File: config.mk
export PLATFORM = sky130hd
export DESIGN_NAME = gpu_command_decoder
export DESIGN_NICKNAME = d
export VERILOG_FILES = /design/src/rtl/gpu_command_decoder.sv
export SDC_FILE = /design/constraint.sdc
export NUM_CORES = 1
export LEC_CHECK = 0
export CAP_MARGIN = 20
export CORE_UTILIZATION = 50
export DETAILED_ROUTE_END_ITERATION = 8
export PLACE_DENSITY = 0.8
export SETUP_SLACK_MARGIN = 0.02
export SLEW_MARGIN = 25
export SYNTH_ARGS = -nofsm -noshare
export SYNTH_HDL_FRONTEND = slang
export SYNTH_SLANG_ARGS = --single-unit
File: constraint.sdc
create_clock -name clk_i -period 2.9 [get_ports clk_i]
set_input_delay 0.435 -clock clk_i [delete_from_list [all_inputs] [get_ports clk_i]]
set_output_delay 0.435 -clock clk_i [all_outputs]
set_load 0.1 [all_outputs]
File: src/rtl/gpu_command_decoder.sv
// GPU command decoder: turns a stream of set/draw commands into held draw packets.
// Shadow registers collect coordinates and radius; draw opcodes snapshot them into a packet.
module gpu_command_decoder #(
  parameter int unsigned WIDTH_BITS   = 10,
  parameter int unsigned HEIGHT_BITS  = 9,
  parameter int unsigned CHANNEL_BITS = 8,
  parameter int unsigned PARAM_BITS   = 25
) (
  input  logic                    clk_i,
  input  logic                    rst_i,
  input  logic                    cmd_valid_i,
  output logic                    cmd_ready_o,
  input  logic [3:0]              opcode_i,
  input  logic [PARAM_BITS-1:0]   parameters_i,
  output logic                    draw_valid_o,
  input  logic                    draw_ready_i,
  output logic [1:0]              shape_o,
  output logic [WIDTH_BITS-1:0]   x1_o,
  output logic [WIDTH_BITS-1:0]   x2_o,
  output logic [HEIGHT_BITS-1:0]  y1_o,
  output logic [HEIGHT_BITS-1:0]  y2_o,
  output logic [WIDTH_BITS-1:0]   rad_o,
  output logic [CHANNEL_BITS-1:0] r_o,
  output logic [CHANNEL_BITS-1:0] g_o,
  output logic [CHANNEL_BITS-1:0] b_o,
  output logic                    illegal_o,
  output logic                    busy_o
);

  typedef enum logic {ST_IDLE, ST_HOLD} state_t;

  localparam logic [3:0] OP_CLEAR  = 4'd0;
  localparam logic [3:0] OP_SET_P1 = 4'd1;
  localparam logic [3:0] OP_SET_P2 = 4'd2;
  localparam logic [3:0] OP_SET_R  = 4'd3;
  localparam logic [3:0] OP_LINE   = 4'd4;
  localparam logic [3:0] OP_CIRCLE = 4'd6;

  state_t                  r_state;
  logic [WIDTH_BITS-1:0]   r_sx1, r_sx2, r_srad;
  logic [HEIGHT_BITS-1:0]  r_sy1, r_sy2;
  logic                    r_valid, r_busy, r_illegal;
  logic [1:0]              r_shape;
  logic [WIDTH_BITS-1:0]   r_x1, r_x2, r_rad;
  logic [HEIGHT_BITS-1:0]  r_y1, r_y2;
  logic [CHANNEL_BITS-1:0] r_r, r_g, r_b;

  logic                    w_accept, w_is_draw, w_is_illegal;
  logic [WIDTH_BITS-1:0]   w_x;
  logic [HEIGHT_BITS-1:0]  w_y;
  logic [CHANNEL_BITS-1:0] w_r, w_g, w_b;
  logic                    w_unused_params;

  // Payload field extraction; bits above the widest field are ignored.
  assign w_x = parameters_i[WIDTH_BITS-1:0];
  assign w_y = parameters_i[WIDTH_BITS +: HEIGHT_BITS];
  assign w_b = parameters_i[CHANNEL_BITS-1:0];
  assign w_g = parameters_i[CHANNEL_BITS +: CHANNEL_BITS];
  assign w_r = parameters_i[2*CHANNEL_BITS +: CHANNEL_BITS];
  assign w_unused_params = ^parameters_i;

  assign cmd_ready_o  = (r_state == ST_IDLE) || draw_ready_i;
  assign w_accept     = cmd_valid_i && cmd_ready_o;
  assign w_is_draw    = (opcode_i >= OP_LINE) && (opcode_i <= OP_CIRCLE);
  assign w_is_illegal = opcode_i > OP_CIRCLE;

  // Handshake FSM, shadow registers and packet registers.
  always_ff @(posedge clk_i) begin
    if (rst_i) begin
      r_state   <= ST_IDLE;
      r_sx1     <= '0;
      r_sx2     <= '0;
      r_sy1     <= '0;
      r_sy2     <= '0;
      r_srad    <= '0;
      r_valid   <= 1'b0;
      r_busy    <= 1'b0;
      r_illegal <= 1'b0;
      r_shape   <= '0;
      r_x1      <= '0;
      r_x2      <= '0;
      r_y1      <= '0;
      r_y2      <= '0;
      r_rad     <= '0;
      r_r       <= '0;
      r_g       <= '0;
      r_b       <= '0;
    end else begin
      r_illegal <= w_accept && w_is_illegal;

      if (w_accept) begin
        case (opcode_i)
          OP_CLEAR: begin
            r_sx1  <= '0;
            r_sx2  <= '0;
            r_sy1  <= '0;
            r_sy2  <= '0;
            r_srad <= '0;
          end
          OP_SET_P1: begin
            r_sx1 <= w_x;
            r_sy1 <= w_y;
          end
          OP_SET_P2: begin
            r_sx2 <= w_x;
            r_sy2 <= w_y;
          end
          OP_SET_R: r_srad <= w_x;
          default: ;
        endcase
      end

      // Opcodes 4/5/6 map onto shapes 0/1/2 through their low two bits.
      if (w_accept && w_is_draw) begin
        r_shape <= opcode_i[1:0];
        r_x1    <= r_sx1;
        r_x2    <= r_sx2;
        r_y1    <= r_sy1;
        r_y2    <= r_sy2;
        r_rad   <= r_srad;
        r_r     <= w_r;
        r_g     <= w_g;
        r_b     <= w_b;
      end

      case (r_state)
        ST_IDLE: begin
          if (w_accept && w_is_draw) begin
            r_state <= ST_HOLD;
            r_valid <= 1'b1;
            r_busy  <= 1'b1;
          end
        end
        ST_HOLD: begin
          if (draw_ready_i && !(w_accept && w_is_draw)) begin
            r_state <= ST_IDLE;
            r_valid <= 1'b0;
            r_busy  <= 1'b0;
          end
        end
      endcase
    end
  end

  assign draw_valid_o = r_valid;
  assign busy_o       = r_busy;
  assign illegal_o    = r_illegal;
  assign shape_o      = r_shape;
  assign x1_o         = r_x1;
  assign x2_o         = r_x2;
  assign y1_o         = r_y1;
  assign y2_o         = r_y2;
  assign rad_o        = r_rad;
  assign r_o          = r_r;
  assign g_o          = r_g;
  assign b_o          = r_b;

endmodule

==> flow_metrics.tcl <==
set metrics [dict create \
    outcome "completed" \
    ir_drop_mv 0.443 \
    grt_max_degree 51 \
    slowest_delay_ps 470 \
    diodes 0 \
    power_w 0.00443 \
    antenna_found_initial 0 \
    skew_ps 5.77 \
    critPathKind "in2out" \
    hp-start "rst_i" \
    hold_class "in2reg" \
    crit_path_start_kind "input pin" \
    synthesis.area_um2 4640 \
    relSlewSlack_pct 52.9 \
    hold_depth 2 \
    p_leak_nw 2.90 \
    clk_latency_ps 520 \
    start_util_pct 52.5 \
    syn_nets 511 \
    cts_buffers 17 \
    p_per_area_nw_per_um2 717 \
    drc 0 \
    die_area_um2 9670 \
    synth_top_area_share_pct 53.9 \
    grt_pass1_vias 3660 \
    cts_hold_buf 0 \
    grt.busiest_layer "met2" \
    use_met1_pct 28.4 \
    port_buffers 109 \
    slowest_stage "clkdlybuf4s50_1" \
    instances_no_fill 700 \
    row_count 34 \
    path_clk_slew_ps 60 \
    n_fill_cell 678 \
    arrival_ps 1590 \
    rrSetupSlack_ps 1180 \
    grt_use_met3_pct 6.37 \
    final_cell_mix "125 x dfxtp_1, 89 x buf_4, 76 x nor2_1" \
    coreArea_um2 8850 \
    area_delta_synth_final_pct 32.9 \
    critical_path_peak_fanout 6 \
    dp_hpwl_um 6930 \
    final-hold-violation-count 0 \
    clockRootBuffer "clkbuf_8" \
    fp.dieH_um 98.4 \
    cts_resized 0 \
    timing.fmax_mhz 494 \
    setup_violations 0 \
    hold_end "r_o[7]" \
    path_cells "clkdlybuf4s50_1 -> and2b_2 -> inv_2 -> buf_4" \
    post-cts-setup-buffer-count 0 \
    gp_congestion 0.836 \
    synth_cells 478 \
    critPathRequiredTime_ps 2470 \
    drt_iter0_drc 232 \
    syn_area_per_cell_um2 9.71 \
    grt_pass1_wl_um 17800 \
    yosys.cell_types.count 24 \
    utilization_pct 69.7 \
    clockBufferDepth 2 \
    synth_top_area_cell "dfxtp_1" \
    grt_use_met2_pct 40.4 \
    grt_usage_pct 23.7 \
    design_area_um2 6170 \
    ys_ff_latch 125 \
    worst_setup_path_end_kind "output pin" \
    tns_ps 0 \
    drtPass1Iterations 7 \
    placed_cell_area_um2 5510 \
    dr_total_vias 3715 \
    die_x_um 98.4 \
    grt_setup_unrepaired "no" \
    drt-wirelength-per-cell_um 15.7 \
    rr_endpoint "b_o[3]" \
    ant_nets 0 \
    clock_sinks 125 \
    ys_seq_area_share_pct 53.9 \
    crit_family "buffers and inverters" \
    via_per_inst 5.31 \
    synth_area_leaders "dfxtp_1 54%, mux2i_1 16%, nor2_1 6.1%" \
    final_nets 612 \
    reg2reg_depth 6 \
    slew_violations 0 \
    routed_wl_um 11000 \
    yosys_warnings 0 \
    grt_overflow 0 \
    cts_max_level 4 \
    final_layout_size_suffix_gt1_share_pct 21.6 \
    min_period_ps 2030 \
    r2r-start "r_state" \
    fin_crit_sh_pct 69.8 \
    tightest_slew_ps 702 \
    critPathBufInv 3 \
    cts_tree "done" \
    final_common_cell "dfxtp_1" \
    max-cap-violations 0 \
    num_io_pins 111 \
    placed_cells 668 \
]
-- metrics by stage --
stage / setup WS (ps) / hold WS [ps]
after floorplan: 975 / 431
after global placement: 588 / 437
after detailed placement: 510 / 443
after CTS: 876 / 286
after global routing: 857 / 299
final: 875 / 293
-- power breakdown --
group / internal [W] / switching [W]
logic: 0.0000996 / 0.000219
clock network: 0.00161 / 0.000744
registers: 0.00174 / 0.0000108
-- cells in the mapped netlist --
master    instances
dfxtp_1         125
buf_4             2
buf_6            13
and2b_2           1
a21oi_1          40
nor4_4            2
nor2_1           76
nor4_1            1
o21a_1            1
or2_1             2
nor3_2            1
nand3_1          39
xnor2_1           1
nand4_1           3
buf_2             7
nand2_1          49
a31oi_1           2
mux2i_1          74
inv_2             2
and2b_1           1
or4_4             2
nand3b_1          9
o21ai_1           9
clkbuf_1         16
-- sequential cells by signal, indices dropped and copies added (netlist names), 2 cells and up --
register	count
b_o	8
g_o	8
r_o	8
r_srad	10
r_sx1	10
r_sx2	10
r_sy1	9
r_sy2	9
rad_o	10
shape_o	2
x1_o	10
x2_o	10
y1_o	9
y2_o	9
-- worst max path at each step --
stage | to | depth (start not counted) | from
floorplan | b_o[0] | 7 | draw_ready_i
global placement | x1_o[3] | 6 | opcode_i[1]
detailed placement | b_o[3] | 6 | opcode_i[1]
CTS | cmd_ready_o | 4 | draw_ready_i
global route | cmd_ready_o | 4 | draw_ready_i
finish | cmd_ready_o | 4 | draw_ready_i
-- logic make-up after synthesis --
kind of cell	after synthesis	share of synthesized area, %
xor gates and xnor gates	1	0.189
AOI/OAI and AO/OA	52	5.71
and+or+nand+nor	186	18.5
DFF	125	53.9
buffers and inverters	40	5.69
muxes	74	16.0
-- layer usage --
metal / wire length [um] / up-vias
li1: - / 1819
met1: 4790 / 1758
met2: 5510 / 120
met3: 562 / 18
met4: 157 / 0
met5: 0 / -
-- area by class of cell --
class	count	area [um2]	area share (%)
sequential	125	2500	40.6
multi-input combinational	313	1880	30.4
clock inverter	11	213	3.45
timing repair buffer	120	988	16.0
tap	108	135	2.19
inverter	2	7.51	0.122
clock buffer	21	449	7.28
(Power assumes the default switching activity.)
